**config.mk**
```make
export PLATFORM = sky130hd
export DESIGN_NAME = ddr_read_arbiter
export DESIGN_NICKNAME = d
export VERILOG_FILES = /design/src/rtl/ddr_read_arbiter.sv
export SDC_FILE = /design/constraint.sdc
export NUM_CORES = 1
export LEC_CHECK = 0
export CAP_MARGIN = 25
export CORE_MARGIN = 2
export CORE_UTILIZATION = 43
export DETAILED_ROUTE_END_ITERATION = 10
export PLACE_DENSITY = 0.76
export SETUP_SLACK_MARGIN = 0.4
export SYNTH_ARGS = -nofsm -noshare
export SYNTH_HDL_FRONTEND = slang
export SYNTH_SLANG_ARGS = --single-unit
```
**constraint.sdc**
```tcl
create_clock -name clk -period 5.3 [get_ports clk]
set_clock_uncertainty 0.1 [all_clocks]
set_input_delay 1.06 -clock clk [delete_from_list [all_inputs] [get_ports clk]]
set_output_delay 1.06 -clock clk [all_outputs]
set_load 0.005 [all_outputs]
```
**src/rtl/ddr_read_arbiter.sv**
```systemverilog
// ---------------------------------------------------------------------------
// ddr_read_arbiter
//
// Shares one DDR read channel (command strobe + read-data FIFO) between
// NUM_REQ load controllers. Each requester posts a single (addr, len) job.
// Pending jobs are granted round-robin. The arbiter issues one DDR command per
// job, then steers the DDR read FIFO to the granted requester until the job's
// word count has been popped. After that it re-arbitrates.
//
// Ports
//   clk, rst_n        clock, synchronous active-low reset
//   req_conf          1-cycle job post per requester
//   req_addr/req_len  packed per-requester job address / byte length
//   req_pending       job accepted and not yet complete
//   req_done          1-cycle completion pulse (also for zero-length posts)
//   grant             one-hot data-path owner, 0 when none
//   req_fifo_empty    per-requester empty view of the DDR FIFO
//   req_fifo_req      per-requester pop (only the granted one is honoured)
//   req_fifo_data     DDR FIFO data, shared (qualify with grant)
//   ddr_st_addr_out   DDR command address
//   ddr_len           DDR command length in bytes
//   ddr_conf          1-cycle DDR command strobe
//   ddr_fifo_empty    DDR read FIFO empty
//   ddr_fifo_req      DDR read FIFO pop
//   ddr_fifo_data     DDR read FIFO data
//   idle              no job in flight and nothing pending
// ---------------------------------------------------------------------------
module ddr_read_arbiter #(
   parameter int NUM_REQ      = 2,
   parameter int DDR_ADDR_LEN = 32,
   parameter int SINGLE_LEN   = 24,
   parameter int DATA_LEN     = 64
) (
   input  logic                              clk,
   input  logic                              rst_n,
   input  logic [NUM_REQ-1:0]                req_conf,
   input  logic [NUM_REQ*DDR_ADDR_LEN-1:0]   req_addr,
   input  logic [NUM_REQ*SINGLE_LEN-1:0]     req_len,
   output logic [NUM_REQ-1:0]                req_pending,
   output logic [NUM_REQ-1:0]                req_done,
   output logic [NUM_REQ-1:0]                grant,
   output logic [NUM_REQ-1:0]                req_fifo_empty,
   input  logic [NUM_REQ-1:0]                req_fifo_req,
   output logic [DATA_LEN-1:0]               req_fifo_data,
   output logic [DDR_ADDR_LEN-1:0]           ddr_st_addr_out,
   output logic [SINGLE_LEN-1:0]             ddr_len,
   output logic                              ddr_conf,
   input  logic                              ddr_fifo_empty,
   output logic                              ddr_fifo_req,
   input  logic [DATA_LEN-1:0]               ddr_fifo_data,
   output logic                              idle
);

   localparam int BPW   = DATA_LEN / 8;
   localparam int IDX_W = (NUM_REQ > 1) ? $clog2(NUM_REQ) : 1;

   typedef enum logic [1:0] {
      IDLE  = 2'd0,
      ISSUE = 2'd1,
      XFER  = 2'd2
   } state_t;

   state_t                   state;
   logic [IDX_W-1:0]         rr_ptr;
   logic [IDX_W-1:0]         gidx;
   logic [SINGLE_LEN-1:0]    cnt;

   // Per-requester job slots (data only, not reset)
   logic [DDR_ADDR_LEN-1:0]  slot_addr  [NUM_REQ];
   logic [SINGLE_LEN-1:0]    slot_len   [NUM_REQ];
   logic [SINGLE_LEN-1:0]    slot_words [NUM_REQ];

   logic [DDR_ADDR_LEN-1:0]  in_addr [NUM_REQ];
   logic [SINGLE_LEN-1:0]    in_len  [NUM_REQ];
   logic [NUM_REQ-1:0]       in_len_zero;
   logic [NUM_REQ-1:0]       accept;
   logic [NUM_REQ-1:0]       complete;
   logic [NUM_REQ-1:0]       sel_onehot;
   logic [IDX_W-1:0]         sel_idx;
   logic                     sel_vld;
   logic                     pop;
   logic                     last_pop;

   // Words needed to cover len bytes, rounding a partial last word up.
   function automatic logic [SINGLE_LEN-1:0] words_of(input logic [SINGLE_LEN-1:0] len);
      logic [SINGLE_LEN:0] sum;
      sum = {1'b0, len} + (SINGLE_LEN+1)'(BPW - 1);
      return SINGLE_LEN'(sum / (SINGLE_LEN+1)'(BPW));
   endfunction

   always_comb begin
      for (int i = 0; i < NUM_REQ; i++) begin
         in_addr[i]     = req_addr[i*DDR_ADDR_LEN +: DDR_ADDR_LEN];
         in_len[i]      = req_len[i*SINGLE_LEN +: SINGLE_LEN];
         in_len_zero[i] = (in_len[i] == '0);
      end
   end

   // Round-robin pick: first pending index strictly after rr_ptr, wrapping.
   always_comb begin
      int j;
      sel_vld    = 1'b0;
      sel_idx    = '0;
      sel_onehot = '0;
      j          = 0;
      for (int k = 1; k <= NUM_REQ; k++) begin
         j = int'(rr_ptr) + k;
         if (j >= NUM_REQ) j = j - NUM_REQ;
         if (!sel_vld && req_pending[IDX_W'(j)]) begin
            sel_vld = 1'b1;
            sel_idx = IDX_W'(j);
         end
      end
      sel_onehot[sel_idx] = sel_vld;
   end

   // Data path steering; only the granted requester sees the FIFO in XFER.
   always_comb begin
      pop            = (state == XFER) && req_fifo_req[gidx] && !ddr_fifo_empty;
      last_pop       = pop && (cnt == slot_words[gidx] - SINGLE_LEN'(1));
      complete       = '0;
      complete[gidx] = last_pop;
      req_fifo_empty = '1;
      if (state == XFER) req_fifo_empty[gidx] = ddr_fifo_empty;
      // A post on the completion cycle of the same requester is accepted.
      accept         = req_conf & (~req_pending | complete);
   end

   assign ddr_fifo_req  = pop;
   assign req_fifo_data = ddr_fifo_data;
   assign idle          = (state == IDLE) && (req_pending == '0);

   always_ff @(posedge clk) begin
      for (int i = 0; i < NUM_REQ; i++) begin
         if (accept[i] && !in_len_zero[i]) begin
            slot_addr[i]  <= in_addr[i];
            slot_len[i]   <= in_len[i];
            slot_words[i] <= words_of(in_len[i]);
         end
      end
   end

   always_ff @(posedge clk) begin
      if (!rst_n) begin
         state           <= IDLE;
         req_pending     <= '0;
         req_done        <= '0;
         grant           <= '0;
         ddr_conf        <= 1'b0;
         ddr_st_addr_out <= '0;
         ddr_len         <= '0;
         rr_ptr          <= IDX_W'(NUM_REQ - 1);
         gidx            <= '0;
         cnt             <= '0;
      end else begin
         ddr_conf <= 1'b0;
         // Set wins over clear so a post on the done cycle is kept.
         req_pending <= (req_pending & ~complete) | (accept & ~in_len_zero);
         req_done    <= complete | (accept & in_len_zero);

         case (state)
            IDLE: begin
               if (sel_vld) begin
                  grant           <= sel_onehot;
                  gidx            <= sel_idx;
                  ddr_st_addr_out <= slot_addr[sel_idx];
                  ddr_len         <= slot_len[sel_idx];
                  state           <= ISSUE;
               end
            end
            ISSUE: begin
               ddr_conf <= 1'b1;
               cnt      <= '0;
               state    <= XFER;
            end
            XFER: begin
               if (pop) begin
                  cnt <= cnt + SINGLE_LEN'(1);
                  if (last_pop) begin
                     rr_ptr <= gidx;
                     grant  <= '0;
                     state  <= IDLE;
                  end
               end
            end
            default: state <= IDLE;
         endcase
      end
   end

endmodule

```
==> results by group, run 1 <==
Synth
  – Number of enable flip-flop cells after synthesis: 156
  – Number of warnings issued by yosys: 0
  – Dominant combinational cell family by area after synthesis: simple AND/OR/NAND/NOR gates
  – Average cell area after synthesis: 11.8 sq um
  – Share of flip-flops with an asynchronous set or reset after synthesis: 0%
  – FF+latch count, synth: 248
  – Compound-cell area share of the yosys netlist: 10.6%
  – Xor and xnor area share after synthesis: 7.46%
  – Sequential fraction of the synthesis area: 59.8%
  – Fraction of synthesized area in multiplexers: 2.39%
  – Post-Syn Nets: 1109
  – Cell area after synthesis: 10900 sq um
  – Simple-gate share of the synthesized area: 13.0%
  – Synthesized instance count: 924
  – Distinct cell type count of the synthesized netlist: 63
  – Primary FF master, synth: sky130_fd_sc_hd__edfxtp_1
  – Synth Area in Adders: 0.229%

Detailed routing
  – Total length of routed wires: 27000 um
  – Vias per cell: 5.59
  – Final antenna-violating net count: 0
  – Number of design rule violations left after detail routing: 0
  – Router iterations before antenna repair: 6
  – Initial detailed-routing violation count: 634
  – WL per Instance: 19.4 um
  – Vias after detailed routing: 7759

Clocking
  – Worst skew pair latency: 530 ps
  – H-tree levels: 1
  – Post-cts gate resize count: 0
  – Clock-pin slew on the worst setup and hold paths: 60 ps
  – CTS Root Buffer Type: sky130_fd_sc_hd__clkbuf_16
  – Clock tree from TritonCTS: done
  – Clock Tree Buf Depth: 3
  – Clock sink total: 248
  – Inserted Clock Buffers: 25
  – Post-CTS Hold Buffers: 0
  – Post-CTS Repair Setup Buffers: 0

Floorplan
  – Initial standard-cell utilization of the core: 43.6%
  – Cell row count: 58
  – Chip height: 163 um
  – Count of pins on the block boundary: 314
  – Die W: 163 um
  – Standard cell core area: 25000 sq um
  – Die footprint: 26700 sq um

Cells and area
  – Diode count: 0
  – Post-layout net count: 1223
  – Fraction of layout cells with a size suffix above 1: 6.62%
  – Layout filler cell count: 2065
  – Non-Filler Instances: 1387
  – Area of the multi-input gates: 3700 sq um
  – Flip-flop and latch area: 6530 sq um
  – P&R area growth vs syn: 23.6%

Worst setup path
  – Critical path endpoint category: flop
  – Crit path launch type: flop
  – Worst r2r path cells: 9
  – Largest fanout on the critical path: 42
  – Setup CP Type: flop to flop
  – Critical path arrival: 4550 ps
  – Endpoint of the most critical setup path: slot_words[0][17]
  – Reg-to-Reg End: slot_words[0][17]
  – Required time at the endpoint of the critical path: 5400 ps
  – Reg2reg setup slack: 840 ps

Timing
  – Final Cycle Share: 84.1%
  – Count of endpoints failing setup in the final report: 0
  – Worst slew pin tran: 870 ps
  – RSZ-0062 raised after global routing: no
  – Final-report max-slew violation count: 0
  – Final Hold Violating Endpoints: 0
  – Post-layout minimum cycle time: 4460 ps
  – Max-slew headroom at the worst pin: 41.3%
  – Total Negative Setup Slacks: 0 ps
  – Highest clock frequency the design can meet: 224 MHz

Status
  – Outcome: complete, no violations

Placed design
  – Post-placement cell count: 1341
  – GPL Wtd Cong: 0.919
  – Final HPWL from detailed placement: 18800 um
  – Count of input and output buffers: 185

Min path
  – Worst min-delay path category: flop to flop
  – Worst hold path depth: 2

Global route
  – Global-route wire length before repair: 42100 um
  – Largest net degree at the start of global routing: 62
  – Total grt overflow: 0
  – Overall Global Routing Usage: 20.0%
  – Initial antenna violation count: 0
  – Via count of the first global-routing pass: 7708

Power
  – Total power divided by cell area: 329 nW/um^2
  – Reported leakage power: 0.00444 uW
  – Peak supply drop: 0.263 mV

Flow run
  – Number of max-capacitance violations reported: 0
## power by group
group	switching, uW	internal (uW)	leakage [uW]
Combinational	225	225	0.00180
Clock	720	1040	0.000399
Sequential	58.1	2170	0.00224
## cell usage after synthesis (2+ instances only)
master	count	share of area [%]
sky130_fd_sc_hd__and2_1	6	0.34
sky130_fd_sc_hd__a222oi_1	3	0.27
sky130_fd_sc_hd__a41oi_1	2	0.16
sky130_fd_sc_hd__a22o_1	2	0.16
sky130_fd_sc_hd__and2b_1	2	0.14
sky130_fd_sc_hd__xor2_1	38	3.0
sky130_fd_sc_hd__nand4_1	16	0.92
sky130_fd_sc_hd__nand2_1	89	3.1
sky130_fd_sc_hd__nand2b_1	5	0.29
sky130_fd_sc_hd__or4_1	5	0.34
sky130_fd_sc_hd__dfxtp_1	92	17
sky130_fd_sc_hd__ha_1	2	0.23
sky130_fd_sc_hd__or3b_1	3	0.24
sky130_fd_sc_hd__or3b_2	2	0.16
sky130_fd_sc_hd__nor2_1	45	1.5
sky130_fd_sc_hd__inv_1	12	0.41
sky130_fd_sc_hd__or4_4	2	0.21
sky130_fd_sc_hd__buf_1	3	0.10
sky130_fd_sc_hd__or4b_2	4	0.37
sky130_fd_sc_hd__o21a_1	2	0.14
sky130_fd_sc_hd__and3_1	14	0.80
sky130_fd_sc_hd__mux2i_1	25	2.3
sky130_fd_sc_hd__and4_1	7	0.56
sky130_fd_sc_hd__a21oi_1	65	3.0
sky130_fd_sc_hd__nor4_1	17	0.97
sky130_fd_sc_hd__or3_1	5	0.29
sky130_fd_sc_hd__xnor2_1	55	4.4
sky130_fd_sc_hd__buf_2	2	0.092
sky130_fd_sc_hd__or4b_1	2	0.18
sky130_fd_sc_hd__buf_4	67	4.6
sky130_fd_sc_hd__a211oi_1	4	0.27
sky130_fd_sc_hd__edfxtp_1	156	43
sky130_fd_sc_hd__nor3_1	17	0.78
sky130_fd_sc_hd__nor3b_1	4	0.27
sky130_fd_sc_hd__clkbuf_1	35	1.2
sky130_fd_sc_hd__nand3_1	21	0.96
sky130_fd_sc_hd__o31ai_1	2	0.14
sky130_fd_sc_hd__nor2b_1	5	0.29
sky130_fd_sc_hd__o21ai_1	2	0.092
sky130_fd_sc_hd__o41ai_2	2	0.30
sky130_fd_sc_hd__o221ai_1	56	4.5
sky130_fd_sc_hd__o21ai_0	5	0.23
## critical path: stages, from the launching register on
cell and delay, ps:
sky130_fd_sc_hd__dfxtp_4 640, sky130_fd_sc_hd__or4b_1 510, sky130_fd_sc_hd__a222oi_1 510, sky130_fd_sc_hd__and2_1 290, sky130_fd_sc_hd__and2_1 150, sky130_fd_sc_hd__a41oi_1 190, sky130_fd_sc_hd__or4_4 620, sky130_fd_sc_hd__o41ai_2 370
sky130_fd_sc_hd__and2b_4 410, sky130_fd_sc_hd__buf_12 280
## per-layer routing
layer / up-vias / part of all wire (%) / track usage [%]
li1: 3610 / - / -
met3: 78 / 7.4 / 4.65
met1: 3763 / 41 / 25.2
met2: 308 / 49 / 33.9
met4: 0 / 2.9 / 6.56
met5: - / 0 / 0
## layout make-up
class | count | area share [%]
Clock buffer | 36 | 5.31
Clock inverter | 10 | 0.816
Inverter | 12 | 0.334
Multi-Input combinational cell | 556 | 27.4
Sequential cell | 248 | 48.4
Tap cell | 330 | 3.06
Timing Repair Buffer | 195 | 14.6
## stage by stage
step / hold WS, ps / worst slack, ps / cell area, sq um / total power [uW] / util [%]
3_3_place_gp: 339 / 527 / 12700 / 2700 / 50.6
5_1_grt: 373 / 621 / 13500 / 4580 / 53.9
2_1_floorplan: 348 / 707 / 10900 / 2490 / -
4_1_cts: 354 / 668 / 13500 / 4450 / 53.9
3_5_place_dp: 344 / 518 / 12700 / 2710 / 50.6
6_report: 351 / 845 / 13500 / 4430 / 53.9
## kinds of logic (layout without fill, tap and decap cells)
family | count (synthesis) | count (layout)
buf+inv | 120 | 253
flops | 248 | 248
mux | 26 | 26
compound gates | 160 | 160
xor+xnor | 93 | 93
fa+ha+maj | 2 | 2
simple gates | 275 | 275
## state kept, by name, summed over array words and instances, names as in the netlist, named ones only
name and flops:
slot_addr 64, req_pending 2, gidx 1, rr_ptr 1, req_done 2, ddr_conf 1, grant 2, ddr_st_addr_out 32
ddr_len 24, cnt 24, slot_len 48, slot_words 44, state 2
## cells in the final DEF, fill, tap and decap left out, types with 38 or more instances in the layout
cell type | Yosys | layout
sky130_fd_sc_hd__nor2_1 | 45 | 44
sky130_fd_sc_hd__nand2_1 | 89 | 89
sky130_fd_sc_hd__xor2_1 | 38 | 38
sky130_fd_sc_hd__edfxtp_1 | 156 | 156
sky130_fd_sc_hd__clkdlybuf4s50_1 | 0 | 185
sky130_fd_sc_hd__dfxtp_1 | 92 | 90
sky130_fd_sc_hd__xnor2_1 | 55 | 55
sky130_fd_sc_hd__a21oi_1 | 65 | 65
sky130_fd_sc_hd__o221ai_1 | 56 | 56
## how the worst min path moves through the flow
stage / from / end / slack [ps]
after floorplan: ddr_len[0] / ddr_len[0] / 350
after detailed placement: ddr_len[8] / ddr_len[8] / 340
after global routing: ddr_len[10] / ddr_len[10] / 370
final: ddr_st_addr_out[18] / ddr_st_addr_out[18] / 350
after global placement: ddr_len[14] / ddr_len[14] / 340
after CTS: ddr_st_addr_out[12] / ddr_st_addr_out[12] / 350
Power figures use the tool's default switching activity.
==> run 2, diff against run 1 <==
==> constraint.sdc (replaced) <==
create_clock -name clk -period 3.9 [get_ports clk]
set_clock_uncertainty 0.1 [all_clocks]
set_input_delay 0.78 -clock clk [delete_from_list [all_inputs] [get_ports clk]]
set_output_delay 0.78 -clock clk [all_outputs]
set_load 0.005 [all_outputs]
==> results by group, run 2 (same netlist as run 1, synthesis figures left out) <==
Cells and area
  – Fraction of layout cells with a size suffix above 1: 13.3% (was 6.62%)
  – Number of flip-flops in the largest register: 64 (unchanged)
  – Final non-filler cell area: 14500 sq um (was 13500 sq um)
  – Final design utilization: 57.8% (was 53.9%)
  – P&R area growth vs syn: 32.5% (was 23.6%)
  – Largest reg by FF count: slot_addr (unchanged)
  – Highest-count cells in the layout ignoring fill and taps: sky130_fd_sc_hd__clkdlybuf4s50_1 (184), sky130_fd_sc_hd__edfxtp_1 (156), sky130_fd_sc_hd__dfxtp_1 (90) (was sky130_fd_sc_hd__clkdlybuf4s50_1 (185), sky130_fd_sc_hd__edfxtp_1 (156), sky130_fd_sc_hd__dfxtp_1 (90))
  – Leading cell type in the layout, fill and taps excluded: sky130_fd_sc_hd__clkdlybuf4s50_1 (unchanged)
  – Layout filler cell count: 1979 (was 2065)
  – Area of the multi-input gates: 3780 sq um (was 3700 sq um)
  – Largest regs: slot_addr x64, slot_len x48, slot_words x44 (unchanged)
  – Post-layout net count: 1288 (was 1223)
  – Flip-flop and latch area: 6530 sq um (unchanged)

Timing
  – Worst hold-check slack: 351 ps (about the same)
  – Worst slew pin tran: 748 ps (was 870 ps)
  – Post-layout minimum cycle time: 3790 ps (was 4460 ps)
  – Max-slew headroom at the worst pin: 49.5% (was 41.3%)
  – RSZ-0062 raised after global routing: yes (was no)
  – Final Cycle Share: 97.2% (was 84.1%)
  – Final WS setup: 108 ps (was 845 ps)
  – Final-report max-slew violation count: 0 (unchanged)
  – Final Hold Violating Endpoints: 0 (unchanged)
  – Highest clock frequency the design can meet: 264 MHz (was 224 MHz)
  – Count of endpoints failing setup in the final report: 0 (unchanged)

Clocking
  – H-tree levels: 1 (unchanged)
  – Clock-pin slew on the worst setup and hold paths: 60 ps (about the same)
  – Clock Tree Buf Depth: 3 (unchanged)
  – Clock sink total: 248 (unchanged)
  – Worst skew pair latency: 540 ps (was 530 ps)
  – Post-CTS Hold Buffers: 0 (unchanged)
  – Inserted Clock Buffers: 26 (was 25)
  – Clock tree from TritonCTS: done (unchanged)
  – CTS Root Buffer Type: sky130_fd_sc_hd__clkbuf_16 (unchanged)

Worst setup path
  – Largest stage delay on the critical path: 570 ps (was 640 ps)
  – Setup CP Type: flop to flop (unchanged)
  – Critical path endpoint category: flop (unchanged)
  – Critical-path top delay cell: sky130_fd_sc_hd__or4_4 (was sky130_fd_sc_hd__dfxtp_4)
  – Critical path arrival: 3950 ps (was 4550 ps)
  – Cell seen most often among critical-path stages: sky130_fd_sc_hd__buf_6 (was sky130_fd_sc_hd__and2_1)
  – Required time at the endpoint of the critical path: 4060 ps (was 5400 ps)
  – Largest fanout on the critical path: 6 (was 42)
  – Crit path launch type: flop (unchanged)
  – Series of cell instances along the critical path: buf_6, buf_6, or4_4, a222oi_1, buf_4, and2_4, and2_4, a41oi_2, or4_4, o41ai_4, and2b_4, buf_12, buf_6, clkbuf_16 (was or4b_1, a222oi_1, and2_1, and2_1, a41oi_1, or4_4, o41ai_2, and2b_4, buf_12)

Floorplan
  – Chip height: 163 um (unchanged)
  – Standard cell core area: 25000 sq um (unchanged)
  – Cell row count: 58 (unchanged)
  – Die footprint: 26700 sq um (unchanged)
  – Count of pins on the block boundary: 314 (unchanged)
  – Die W: 163 um (unchanged)
  – Initial standard-cell utilization of the core: 43.6% (unchanged)

Global route
  – Via count of the first global-routing pass: 8046 (was 7708)
  – Total grt overflow: 0 (unchanged)
  – Global-route wire length before repair: 44100 um (was 42100 um)
  – Overall Global Routing Usage: 21.2% (was 20.0%)
  – Initial antenna violation count: 1 (was 0)
  – Largest net degree at the start of global routing: 61 (was 62)

Power
  – Reported leakage power: 0.00495 uW (was 0.00444 uW)
  – Total power divided by cell area: 428 nW/um^2 (was 329 nW/um^2)
  – Overall power after layout: 6200 uW (was 4430 uW)
  – Peak supply drop: 0.370 mV (was 0.263 mV)

Min path
  – Worst min-delay path category: flop to flop (unchanged)
  – Min-delay src: ddr_st_addr_out[31] (was ddr_st_addr_out[18])

Status
  – Outcome: complete, no violations (unchanged)

Placed design
  – Placed Area: 12900 sq um (was 12700 sq um)
  – Post-placement setup slack: -312 ps (was 518 ps)
  – GPL Wtd Cong: 0.842 (was 0.919)
  – Count of input and output buffers: 185 (unchanged)
  – Final HPWL from detailed placement: 19300 um (was 18800 um)

Detailed routing
  – Initial detailed-routing violation count: 549 (was 634)
  – Final antenna-violating net count: 0 (unchanged)
  – Number of design rule violations left after detail routing: 0 (unchanged)
  – WL per Instance: 19.9 um (was 19.4 um)
  – Vias after detailed routing: 8050 (was 7759)
  – Vias per cell: 5.54 (was 5.59)
  – Total length of routed wires: 28900 um (was 27000 um)
  – Router iterations before antenna repair: 5 (was 6)

Flow run
  – Number of max-capacitance violations reported: 0 (unchanged)
## run 2: cell count changes in the layout (fill, tap and decap cells not counted), sizes merged
| cell | before | now |
|---|---|---|
| buf | 10 | 67 |
| clkdlybuf4s50 | 185 | 184 |
| clkbuf | 36 | 40 |
| clkinvlp | 2 | 1 |
| dlygate4sd2 | 0 | 1 |
| clkinv | 5 | 11 |
| diode | 0 | 1 |
## run 2: stage by stage
stage | TNS, ps | instances
after floorplan | -8400 | 924
after global placement | -50370 | 1362
after detailed placement | -44780 | 1363
after CTS | 0 | 1438
after global routing | 0 | 1454
final | 0 | 1454
## run 2: worst paths after layout
check / end / slack (ps) / depth (start not counted)
worst max register to register: slot_words[1][9] / 110 / 14
worst min register to register: ddr_st_addr_out[31] / 350 / 2
worst min-delay path: ddr_st_addr_out[31] / 350 / 2
worst max-delay path: slot_words[1][9] / 110 / 14
## run 2: repair_timing
action	4_1_cts	5_1_grt
buffers inserted	22	5
resized for setup	27	10
cloned	5	9
setup endpoints to repair	160	160
pin swaps	9	3
## run 2: critical path, delay by kind of cell (launching register included)
family | cells | cell delay, ps
simple gates | 5 | 1600
buf+inv | 6 | 790
compound gates | 3 | 660
flops | 1 | 360
## run 2: final cells by class
type	instances	share of cell area [%]
inverters	12	0.311
diodes	1	0.0173
multi-input cells	556	26.1
flip-flops and latches	248	45.1
well taps	330	2.85
clock buffers	33	4.75
clock inverters	15	1.11
repair buffers	259	19.7
## run 2: layer usage
layer	global-route usage, %	part of all wire [%]	up-vias
met5	0	0	-
met4	6.19	2.2	0
met3	5.54	7.8	48
met2	36.3	50	315
met1	26.2	40	3946
li1	-	-	3741
## run 2: power breakdown
| part | total, uW | switching [uW] | internal (uW) |
|---|---|---|---|
| sequential | 3020 | 73.5 | 2950 |
| combinational | 751 | 348 | 404 |
| clock | 2430 | 1030 | 1390 |
| total | 6200 | 1460 | 4740 |
==> variant 1, RTL diff (config.mk and constraints of run 1) <==
Reset style: asynchronous (`rst_n`), changed in one clocked block. Comments in the files are not updated.
--- a/src/rtl/ddr_read_arbiter.sv
+++ b/src/rtl/ddr_read_arbiter.sv
@@ -140,7 +140,7 @@
       end
    end
 
-   always_ff @(posedge clk) begin
+   always_ff @(posedge clk or negedge rst_n) begin
       if (!rst_n) begin
          state           <= IDLE;
          req_pending     <= '0;
Check against the original RTL: differs if rst_n is asserted again (counterexample within 4 cycles, from zero or initial values and one cycle with rst_n low); with rst_n held inactive, the same outputs for 4 cycles.
==> variant 1 against run 1 <==
  * Via count is 0.94% higher
  * Worst setup slack got worse by 0.28 ns
  * Wire length rose by 1.6%
  * Design area increased by 4.3%
  * Sequential cell count fell by 1
  * Synthesized area rose by 3.2%
  * First-iteration DRC count grew 6.6%
  * Hold slack improved by 0.031 ns
  * Critical path type unchanged
Power is not compared: it rests on default switching activity, and its combinational part moved more than twofold at a synthesized area within 25%.
==> variant 1: results (changes against run 1) <==
| Metric | Value |
|---|---|
| Worst Hold End | `ddr_st_addr_out[16]$_DFFE_PN0P_` |
| Status | `complete, no violations` |
| Cell with the largest stage delay on the worst path | `or4_1` |
| Worst-path fanout max | `33 (-21%)` |
| Largest net degree at the start of global routing | `67 (+8.1%)` |
| Initial antenna violation count | `1 (+1)` |
| Vias in the first global route | `7861 (+2.0%)` |
| Dpl cell area | `13000 sq um (+3.0%)` |
| Total Wirelength | `27.4 mm (+1.6%)` |
| Critical R2R Launch | `gidx$_DFFE_PN0P_` |
| Final hold slack | `0.383 ns (+0.0312 ns)` |
| Fin crit period | `4.74 ns (+0.280 ns)` |
| # fillers | `2124 (+2.9%)` |
| Fin cells | `1417 (+2.2%)` |
| HPWL Detailed | `18.8 mm (about the same)` |
| CTS-repair resized insts | `0 (unchanged)` |
| Critical path's largest stage delay | `0.59 ns (-0.05 ns)` |
| Setup slack, reg-to-reg | `0.56 ns (-0.28 ns)` |
| Via count | `7832 (+0.94%)` |
| Worst Path Arrival | `4.84 ns (+0.29 ns)` |
| Seq. cell area | `6960 sq um (+6.6%)` |
| Sequential area share after synthesis | `61.8% (+2.0 points)` |
| Net Switching | `1.74 mW` |
| Pre-antenna DRT Iters | `5 (-1)` |
| Syn avg cell area | `12.1 sq um (+1.9%)` |
| Commonest cells in the netlist | `156 x edfxtp_1, 90 x dfrtp_1, 73 x nand2_1` |
| Htree depth | `1 (unchanged)` |
| Hold Path Origin | `ddr_st_addr_out[16]$_DFFE_PN0P_` |
| Clock latency on the worst-skew pair | `0.54 ns` |
| Worst R2R Path Depth | `11 (+2)` |
| GPL Wtd Cong | `0.848 (-7.7%)` |
| Yosys warning count | `0 (unchanged)` |
| Fraction of layout cells with a size suffix above 1 | `6.94% (+0.32 points)` |
| Yosys cell types | `65 (+3.2%)` |
| TritonCTS buffer count | `27 (+8.0%)` |
| FFs w/ async S/R, synth | `36.8% (+37 points)` |
| Worst Tran Pin Value | `1.00 ns (+0.134 ns)` |
| Post-Place Setup Slack | `0.517 ns (-0.00136 ns)` |
| Fin nets | `1246 (+1.9%)` |
| Total track usage | `19.4% (-0.60 points)` |
| Global-route wire length before repair | `43.1 mm (+2.4%)` |
| Net Sw Frac | `28.3%` |
| Worst vdd ir | `0.000303 V` |
| Synth area leaders | `edfxtp_1 42%, dfrtp_1 20%, xnor2_1 4.4%` |
| Dpl cells | `1366 (+1.9%)` |
| Crit path to | `slot_len[0][22]$_DFFE_PP_` |
| Max-cap violations | `0 (unchanged)` |
| Crit path max-delay family | `simple AND/OR/NAND/NOR gates` |
| Initial DRC count | `676 (+6.6%)` |
| CTS root buf | `clkbuf_16` |
| Mapped Nets | `1120 (+0.99%)` |
variant 1: logic make-up after synthesis:
| logic type | after synthesis | share of synthesized area (%) |
|---|---|---|
| flip-flops | 247 | 61.8 |
| AND/OR/NAND/NOR | 306 | 13.8 |
| multiplexers | 29 | 2.62 |
| buffers and inverters | 113 | 6.01 |
| adder cells (fa/ha/maj) | 2 | 0.222 |
| AO/OA/AOI/OAI | 145 | 8.27 |
| XOR/XNOR | 93 | 7.23 |
variant 1: layout make-up:
class	count	area share, %
well taps	335	2.98
inverters	14	0.373
multi-input cells	575	26.1
diodes	1	0.0178
repair buffers	196	14.0
flip-flops and latches	247	49.5
clock inverters	15	1.88
clock buffers	34	5.20
variant 1: layer usage:
metal  up-vias  wire, um  global-route usage (%)
met5         -         0                       0
met3        67      1950                    4.27
met1      3854     11700                    25.8
met2       273     12900                    31.8
li1       3638         -                       -
met4         0       739                    6.43
==> variant 2, RTL diff (settings of run 1) <==
Made on the original files. Change the parameter `DDR_ADDR_LEN` from 32 to 64.
--- a/src/rtl/ddr_read_arbiter.sv
+++ b/src/rtl/ddr_read_arbiter.sv
@@ -27,7 +27,7 @@
 // ---------------------------------------------------------------------------
 module ddr_read_arbiter #(
    parameter int NUM_REQ      = 2,
-   parameter int DDR_ADDR_LEN = 32,
+   parameter int DDR_ADDR_LEN = 64,
    parameter int SINGLE_LEN   = 24,
    parameter int DATA_LEN     = 64
 ) (
Ports: changed (resized ddr_st_addr_out and req_addr); port bits go from 314 to 410. No check against the original RTL was run, so the function may have changed too.
==> variant 2 against run 1 <==
  * Synthesized cell count increased by 25%
  * Cell count increased by 32%
  * Largest power group unchanged
  * Power increased by 41%
  * Design area increased by 35%
  * Wire length increased by 39%
  * Die area increased by 29%
  * Synthesized area increased by 30%
  * Sequential cell count increased by 96
  * Core utilization increased by 2.4 points
  * Worst setup slack improved by 0.19 ns
==> variant 2: results (changes against run 1) <==
| Metric | Value |
|---|---|
| Syn avg cell area | `12.3 sq um (+3.9%)` |
| Met3 wire length | `2.57 mm (+29%)` |
| Final hold slack | `0.348 ns (-0.00334 ns)` |
| Mux share of post-synthesis cell area | `1.88% (-0.51 points)` |
| Fin cells | `1828 (+32%)` |
| Post-synth EDFFs | `220 (+41%)` |
| Fin nets | `1607 (+31%)` |
| Dpl cell area | `17000 sq um (+34%)` |
| Worst-path fanout max | `49 (+17%)` |
| Register share of total power | `49.4% (-0.8 points)` |
| Sequential area share after synthesis | `64.2% (+4.4 points)` |
| Largest net degree at the start of global routing | `93 (+50%)` |
| Initial antenna violation count | `1 (+1)` |
| # port buffers | `281 (+52%)` |
| Fraction of layout cells with a size suffix above 1 | `7.08% (+0.45 points)` |
| Clock latency on the worst-skew pair | `0.51 ns (-0.02 ns)` |
| Commonest cells in the netlist | `220 x edfxtp_1, 124 x dfxtp_1, 124 x nand2_1` |
| Worst Path Arrival | `4.35 ns (-0.20 ns)` |
| Routed wire length on met2 | `18.8 mm (+42%)` |
| Final worst setup slack | `1.03 ns (+0.187 ns)` |
| Htree depth | `2 (+1)` |
| Synth area leaders | `edfxtp_1 47%, dfxtp_1 18%, o221ai_1 5.6%` |
| Status | `complete, no violations` |
| Synth Area in Compound Gates | `11.4% (+0.76 points)` |
| Post-Place Setup Slack | `0.546 ns (+0.0277 ns)` |
| Metal1 wirelength | `14.7 mm (+35%)` |
## variant 2: worst paths after layout
kind | startpoint | endpoint | depth (start not counted)
worst min register to register | ddr_st_addr_out[37]$_SDFFE_PN0P_ | ddr_st_addr_out[37]$_SDFFE_PN0P_ | 2
worst max register to register | flip-flop | slot_len[0][5]$_DFFE_PP_ | 12
worst min-delay path | ddr_st_addr_out[37]$_SDFFE_PN0P_ | ddr_st_addr_out[37]$_SDFFE_PN0P_ | 2
worst max-delay path | req_fifo_req[0] | slot_len[0][5]$_DFFE_PP_ | 10
## variant 2: cell type report
cell class | instances | area (sq um)
Multi-Input combinational cell | 667 | 4350
Clock inverter | 13 | 156
Inverter | 14 | 53.8
Sequential cell | 344 | 9090
Timing Repair Buffer | 295 | 3010
Fill cell | 2608 | 14200
Antenna cell | 1 | 2.50
Clock buffer | 52 | 1040
Tap cell | 442 | 553
